==> src/rtl/gate_pkg.sv <==
// Shared constants for the two-input gate exerciser: gate_sel encodings,
// truth tables (bit i = f({a,b}=i)) and the sweep FSM state type.
package gate_pkg;

  localparam logic [2:0] SEL_AND  = 3'd0;
  localparam logic [2:0] SEL_NAND = 3'd1;
  localparam logic [2:0] SEL_OR   = 3'd2;
  localparam logic [2:0] SEL_NOR  = 3'd3;
  localparam logic [2:0] SEL_XOR  = 3'd4;
  localparam logic [2:0] SEL_XNOR = 3'd5;

  localparam logic [3:0] TT_AND  = 4'b1000;
  localparam logic [3:0] TT_NAND = 4'b0111;
  localparam logic [3:0] TT_OR   = 4'b1110;
  localparam logic [3:0] TT_NOR  = 4'b0001;
  localparam logic [3:0] TT_XOR  = 4'b0110;
  localparam logic [3:0] TT_XNOR = 4'b1001;

  typedef enum logic [1:0] {
    ST_IDLE,
    ST_RUN,
    ST_DONE
  } state_e;

endpackage

==> src/rtl/gate_truth_lut.sv <==
// Combinational expected-output lookup for the latched gate type and vector index.
// Zero latency; sel_valid drops for the unused encodings 6 and 7.
module gate_truth_lut
  import gate_pkg::*;
(
  input  logic [2:0] gate_sel,
  input  logic [1:0] idx,
  output logic       exp_bit,
  output logic       sel_valid
);

  logic [3:0] tt;

  always_comb begin
    tt        = 4'b0000;
    sel_valid = 1'b1;
    case (gate_sel)
      SEL_AND:  tt = TT_AND;
      SEL_NAND: tt = TT_NAND;
      SEL_OR:   tt = TT_OR;
      SEL_NOR:  tt = TT_NOR;
      SEL_XOR:  tt = TT_XOR;
      SEL_XNOR: tt = TT_XNOR;
      default:  sel_valid = 1'b0;
    endcase
    exp_bit = tt[idx];
  end

endmodule

==> src/rtl/gate_exerciser.sv <==
// Drives the four {a,b} vectors into a gate, checks y after SETTLE_CYCLES per vector.
// done rises 4*(SETTLE_CYCLES+1)+1 edges after the accepting start; start is ignored while busy.
module gate_exerciser
  import gate_pkg::*;
#(
  parameter int unsigned SETTLE_CYCLES = 2
) (
  input  logic       clk,
  input  logic       rst_n,
  input  logic       start,
  input  logic [2:0] gate_sel,
  output logic       a,
  output logic       b,
  input  logic       y,
  output logic       busy,
  output logic       done,
  output logic       pass,
  output logic [2:0] err_cnt,
  output logic [3:0] fail_vec,
  output logic       bad_sel
);

  localparam logic [3:0] SETTLE_W = 4'(SETTLE_CYCLES);

  state_e     state;
  state_e     state_nxt;
  logic [2:0] sel_q;
  logic [1:0] idx;
  logic [3:0] cnt;
  logic       drain;
  logic       accept;
  logic       cmp;
  logic       exp_bit;
  logic       sel_valid;

  gate_truth_lut u_lut (
    .gate_sel (sel_q),
    .idx      (idx),
    .exp_bit  (exp_bit),
    .sel_valid(sel_valid)
  );

  always_ff @(posedge clk or negedge rst_n) begin
    if (!rst_n) state <= ST_IDLE;
    else        state <= state_nxt;
  end

  // After the last compare the sweep spends one drain cycle in RUN before DONE.
  always_comb begin
    state_nxt = state;
    accept    = 1'b0;
    cmp       = 1'b0;
    case (state)
      ST_IDLE, ST_DONE: begin
        if (start) begin
          accept    = 1'b1;
          state_nxt = ST_RUN;
        end
      end
      ST_RUN: begin
        if (!sel_valid || drain) state_nxt = ST_DONE;
        else if (cnt == SETTLE_W) cmp = 1'b1;
      end
      default: state_nxt = ST_IDLE;
    endcase
  end

  assign busy = (state == ST_RUN);

  always_ff @(posedge clk or negedge rst_n) begin
    if (!rst_n) begin
      sel_q    <= 3'd0;
      idx      <= 2'd0;
      cnt      <= 4'd0;
      drain    <= 1'b0;
      a        <= 1'b0;
      b        <= 1'b0;
      done     <= 1'b0;
      pass     <= 1'b0;
      err_cnt  <= 3'd0;
      fail_vec <= 4'd0;
      bad_sel  <= 1'b0;
    end else if (accept) begin
      sel_q    <= gate_sel;
      idx      <= 2'd0;
      cnt      <= 4'd0;
      drain    <= 1'b0;
      a        <= 1'b0;
      b        <= 1'b0;
      done     <= 1'b0;
      pass     <= 1'b0;
      err_cnt  <= 3'd0;
      fail_vec <= 4'd0;
      bad_sel  <= 1'b0;
    end else if (state == ST_RUN) begin
      if (!sel_valid) begin
        done    <= 1'b1;
        bad_sel <= 1'b1;
        pass    <= 1'b0;
      end else if (drain) begin
        drain <= 1'b0;
        done  <= 1'b1;
        pass  <= (err_cnt == 3'd0);
        a     <= 1'b0;
        b     <= 1'b0;
      end else begin
        cnt <= cnt + 4'd1;
        if (cmp) begin
          if (y != exp_bit) begin
            err_cnt       <= err_cnt + 3'd1;
            fail_vec[idx] <= 1'b1;
          end
          if (idx == 2'd3) begin
            drain <= 1'b1;
          end else begin
            idx    <= idx + 2'd1;
            cnt    <= 4'd0;
            {a, b} <= idx + 2'd1;
          end
        end
      end
    end
  end

endmodule

==> config.mk <==
export PLATFORM = sky130hd
export DESIGN_NAME = gate_exerciser
export DESIGN_NICKNAME = d
export VERILOG_FILES = /design/src/rtl/gate_pkg.sv /design/src/rtl/gate_truth_lut.sv /design/src/rtl/gate_exerciser.sv
export SDC_FILE = /design/constraint.sdc
export NUM_CORES = 1
export LEC_CHECK = 0
export CORE_UTILIZATION = 40
export CTS_CLUSTER_DIAMETER = 60
export DETAILED_ROUTE_END_ITERATION = 16
export PLACE_DENSITY = 0.67
export REMOVE_ABC_BUFFERS = 1
export SYNTH_ARGS = -nofsm -noshare
export SYNTH_HDL_FRONTEND = slang
export SYNTH_SLANG_ARGS = --single-unit
==> constraint.sdc <==
create_clock -name clk -period 2 [get_ports clk]
set_clock_uncertainty 0.2 [all_clocks]
set_input_delay 0.2 -clock clk [delete_from_list [all_inputs] [get_ports clk]]
set_output_delay 0.2 -clock clk [all_outputs]
set_load 0.05 [all_outputs]
Yosys cells after proc, flatten, opt, wreduce, memory -nomap -nowiden
Index checks and enable logic that the tools add are counted.
- flip-flop bits (word level): 24
- latch bits: 0
- memory bits (writable): 0
- bits in read-only memories: 0
- logic and storage cells: 123
- memories: 0
- add/subtract/negate cells: 3
- multiply operators: 0
- divide/modulo/power cells: 0
- order comparisons: 2
- eq/ne operators: 17
- shift operators: 0
- multiplexer cells: 67
- bitwise gates (word level): 1
- reductions and logical operators: 21
- operator list (cell ; number):
    4-bit two-way mux ; 12
    1-bit two-way mux ; 37
    4-bit one-hot mux with 6 select lines ; 1
    3-bit two-way mux ; 6
    2-bit two-way mux ; 8
    5-bit AND reduction ; 2
    2-bit AND reduction ; 4
    2-bit nonzero test ; 4
    3-bit by 2-bit == test with 1-bit output, second input constant ; 2
    3-bit == test, second input constant ; 2
    3-bit zero test ; 2
    2-bit != test, second input constant ; 3
    3-bit != test, second input constant ; 2
    6-bit OR reduction ; 1
    4-bit by 1-bit adder with 4-bit output, second input constant ; 1
    2-bit == test, second input constant ; 2
    4-bit by 2-bit == test with 1-bit output, second input constant ; 1
    2-bit by 1-bit != test with 1-bit output, second input constant ; 2
    4-bit bitwise OR ; 1
    2-bit one-hot mux with 2 select lines ; 1
    4-bit AND reduction ; 1
    3-bit by 1-bit adder with 3-bit output, second input constant ; 1
    3-bit by 1-bit == test with 1-bit output, second input constant ; 1
    2-bit by 3-bit less-than comparator with 1-bit output, second input constant ; 1
    13 further kinds ; 13

Logic depth before layout (Yosys ltp)
- depth after elaboration: 12
- depth in mapped cells: 9
- mapped depth without buffers: 8

Hierarchy
From an unflattened synthesis, not the netlist that was laid out.
- cells, all modules: 125
- area, all modules: 1300.0 um2
- modules (own cells, without submodules) (module ; instances ; cells an instance ; area each (um2)):
    gate_exerciser ; 1 ; 116 ; 1224.9
    gate_truth_lut ; 1 ; 9 ; 75.1

Least setup slack after synthesis
OpenSTA, ideal clock, no wires.
- path kind: register -> register
- from: register state[1]
- to: register err_cnt[2]
- library setup time: 0.119 ns
- data arrival time: 1.955 ns
- data required time: 1.681 ns
- path slack: -0.274 ns
- cell stages (with the launch flop): 9
- buffers on the path: 1
- cells stage by stage: dfrtp_1 nand2b_1 inv_2 and2_1 buf_6 nand2_2 or4_4 and3_4 o21a_1
- RTL lines (item ; line ; source):
    start: declaration ; gate_exerciser.sv:25 ; state_e state;
    start signal: assignment ; gate_exerciser.sv:45 ; else state <= state_nxt;
    2-bit by 1-bit == test with 1-bit output (*) ; - ;
    named net busy ; gate_exerciser.sv:15 ; output logic busy,
    1-bit two-way mux ; gate_exerciser.sv:53 ; case (state)
    2-bit nonzero test (no line) ; - ;
    5-bit AND reduction (no line) (*) ; - ;
    end signal: assignment ; gate_exerciser.sv:110 ; err_cnt <= err_cnt + 3'd1;
    end: declaration ; gate_exerciser.sv:18 ; output logic [2:0] err_cnt,
Mark *: on every way through the listed nets, which the timed path passes. The rest lies on a longest branch.
A chain may end at the register's enable or synchronous reset.

Final worst setup path
- from: register cnt[0]
- to: register err_cnt[1]
- cells in the longest elaborated chain, start to end: 6
- ends and longest elaborated chain (item ; line ; source):
    start: declaration ; gate_exerciser.sv:29 ; logic [3:0] cnt;
    start signal: assignment ; gate_exerciser.sv:107 ; cnt <= cnt + 4'd1;
    4-bit by 2-bit == test with 1-bit output ; gate_exerciser.sv:62 ; else if (cnt == SETTLE_W) cmp = 1'b1;
    1-bit two-way mux ; gate_exerciser.sv:62 ;
    1-bit two-way mux ; gate_exerciser.sv:61 ; if (!sel_valid || drain) state_nxt = ST_DONE;
    1-bit two-way mux ; gate_exerciser.sv:53 ;
    2-bit nonzero test (no line) ; - ;
    5-bit AND reduction (no line) ; - ;
No other way between the ends.

==> results.ini <==
[timing]
fmax_mhz=497
grt_setup_unrepaired=yes
setup_ws_ns=-0.0130
slew_violations=0
finalSetupViolations=6
min_period_ns=2.01
timing.final.crit_share=1.01
hold_violations=0
maxSlewHeadroom=0.663
tightest_slew_ns=0.505
hold_ws_ns=0.0196

[setup_path]
slowest_delay_ns=0.40
crit_arrival_ns=2.06
crit_buf_inv=3
path_common_cell=buf_4
cp_max_fo=2
path_class=flop to flop
critical_path.cell_chain=inv_1 -> ha_2 -> nor3b_4 -> nand2_2 -> buf_4 -> nor4_1 -> buf_4 -> o21ai_0 -> o31ai_2
slowest_stage=dfrtp_1
timing.critical_path.required_ns=2.05
cp-start-kind=flop
cp-end-kind=flop
cp_top_family=simple AND/OR/NAND/NOR gates

[flow_run]
drv_cap=0

[drt]
drc=0
drtIter0Drc=31
routedWlPerCell_microns=12.9
first_pass_iters=4
routed_wl_microns=2780
final_antenna_net_count=0
via_per_inst=5.08
vias=1093

[place]
portBuffers=19
dp_hpwl_microns=2040
gp_congestion=0.811

[synthesis]
synth_top_cell_by_area=dfrtp_1
ys_seq_area_frac=0.468
syn_area_sq_um=1280
synth_area_per_cell_sq_um=9.72
ys.flop_type=dfrtp_1
synth-seq-cells=24
yosysUniqueCellTypes=40
synth_edf_count=0
synth_top_area_frac=0.468
syn_inst=132
ys_top_cells_by_count=dfrtp_1 (24), nand2_1 (19), o21ai_0 (10), nor2_1 (9), ha_1 (8)
synth_async_sr_flop_share=1.00
yosys_warnings=0
synth.most_common_cell=dfrtp_1
synthTopCellsByArea=dfrtp_1 (47%), ha_1 (7.8%), nand2_1 (5.6%), o21ai_0 (3.9%), a22o_1 (2.7%)

[power]
seqPwrFrac=0.304
p_int_mw=1.48
power.density_nw_per_um2=1470
switching_share=0.430
ir_drop_mv=0.712
p_leak_nw=0.891
power_switching_mw=1.12
power_frac_comb=0.560
clockPowerShare=0.136

[clocking]
cts_buffers=3
cts.sinks=24
clk_pin_slew_ns=0.14
clk_path_buf_depth=2
clk_latency_ns=0.32
htreeDepth=1
cts_tree=built
holdBufCountCts=0
root_buffer=clkbuf_4

[floorplan]
coreArea_sq_um=3050
start_util=0.420
dieArea_sq_um=3440
rows=20
io_pins=20
die_h_microns=58.6
die_w_microns=58.6

[layout]
final_util=0.580
syn_to_final_growth_pct=38.0
n_antenna_cell=0
drive_gt1_frac=0.275
num-fill-cells=267
finalNetCount=187

[global_route]
grt_pass1_vias=1042
grt_max_degree=25
grt_antenna_before_repair=0
grt_pass1_wl_microns=4610
grt.overflow.total=0
grt_usage=0.178

[min_path]
hold_class=primary input to asynchronous set/reset pin

[run_status]
status=finished, violations left
violations=negative setup slack

-- metrics by stage --
stage                     TNS [ns]  power (mW)  cells  worst slack [ns]  instance area (sq um)
after floorplan             -0.414        1.57    126            -0.271                   1240
after global placement      -0.273        2.09    210           -0.0981                   1640
after detailed placement    -0.509        2.13    210            -0.135                   1640
after CTS                  -0.0515        2.54    215           -0.0515                   1730
after global routing        -0.629        2.80    215            -0.102                   1770
final                      -0.0326        2.60    215           -0.0130                   1770
-- cells by family (layout without fill, tap and decap cells) --
family | after synthesis | count (layout) | synth area share
buffers and inverters | 13 | 52 | 0.0517
adder cells (fa/ha/maj) | 8 | 8 | 0.0781
XOR/XNOR | 3 | 3 | 0.0205
AO/OA/AOI/OAI | 34 | 34 | 0.175
flip-flops | 24 | 24 | 0.468
AND/OR/NAND/NOR | 49 | 49 | 0.199
multiplexers | 1 | 1 | 0.00781
-- worst register-to-register path, stage by stage (launching register included) --
cell,delay (ns)
dfrtp_1,0.40
inv_1,0.06
ha_2,0.15
nor3b_4,0.21
nand2_2,0.09
buf_4,0.13
nor4_1,0.37
buf_4,0.18
o21ai_0,0.09
o31ai_2,0.07
-- layout by cell type (no fill, tap or decap), types with 2 or more instances in the layout --
cell type | netlist | routed
a21o_1 | 3 | 3
a21oi_1 | 3 | 3
a22o_1 | 4 | 4
and3_4 | 1 | 2
buf_4 | 0 | 22
clkbuf_4 | 0 | 3
clkdlybuf4s50_1 | 0 | 15
dfrtp_1 | 24 | 22
dfrtp_2 | 0 | 2
dlymetal6s2s_1 | 0 | 3
ha_1 | 8 | 7
inv_1 | 5 | 5
inv_2 | 2 | 2
nand2_1 | 19 | 19
nand2b_1 | 4 | 3
nand3_1 | 2 | 2
nor2_1 | 9 | 8
o21ai_0 | 10 | 9
o21ai_1 | 4 | 5
xor2_1 | 2 | 2
-- state kept, by name, indices dropped and copies added (netlist names) --
name      flops
b             1
pass          1
drain         1
fail_vec      4
err_cnt       3
cnt           4
a             1
idx           2
bad_sel       1
state         2
sel_q         3
done          1
-- power by group through the flow --
stage	sequential [mW]	clock (mW)	combinational, mW
6_report	0.792	0.353	1.46
4_1_cts	0.787	0.361	1.39
3_5_place_dp	0.791	0	1.34
2_1_floorplan	0.981	0	0.584
5_1_grt	0.818	0.386	1.60
3_3_place_gp	0.778	0	1.31
-- path summary, 6_finish.rpt --
path                             startpoint         end  slack, ns  cells after the start
worst min-delay path                  rst_n  err_cnt[1]       0.02                      2
worst min register to register     state[1]    state[1]       0.29                      1
min in group clk                gate_sel[1]    sel_q[1]       0.19                      3
max in group asynchronous             rst_n    sel_q[2]       1.32                      2
worst max-delay path                 cnt[0]  err_cnt[1]      -0.01                      9
worst max register to register       cnt[0]  err_cnt[1]      -0.01                      9
-- per-layer routing --
| metal | global-route usage | wire length, microns |
|---|---|---|
| met3 | 0.0264 | 91 |
| met1 | 0.233 | 1300 |
| met5 | 0 | 0 |
| met4 | 0.0714 | 19 |
| met2 | 0.297 | 1360 |
-- final cells by class --
class / count / area, sq um / area share
Sequential cell: 24 / 603 / 0.341
Inverter: 7 / 26.3 / 0.0148
Multi-Input combinational cell: 95 / 669 / 0.378
Tap cell: 44 / 55.1 / 0.0311
Clock inverter: 1 / 30.0 / 0.0170
Clock buffer: 3 / 22.5 / 0.0127
Timing Repair Buffer: 41 / 364 / 0.206
-- timing repair --
item / 4_1_cts / 5_1_grt
endpoints found under the setup margin: 7 / 13
buffers inserted: 1 / 0
resized for setup: 9 / 10
pin swaps: 8 / 4
Power figures use the tool's default switching activity.
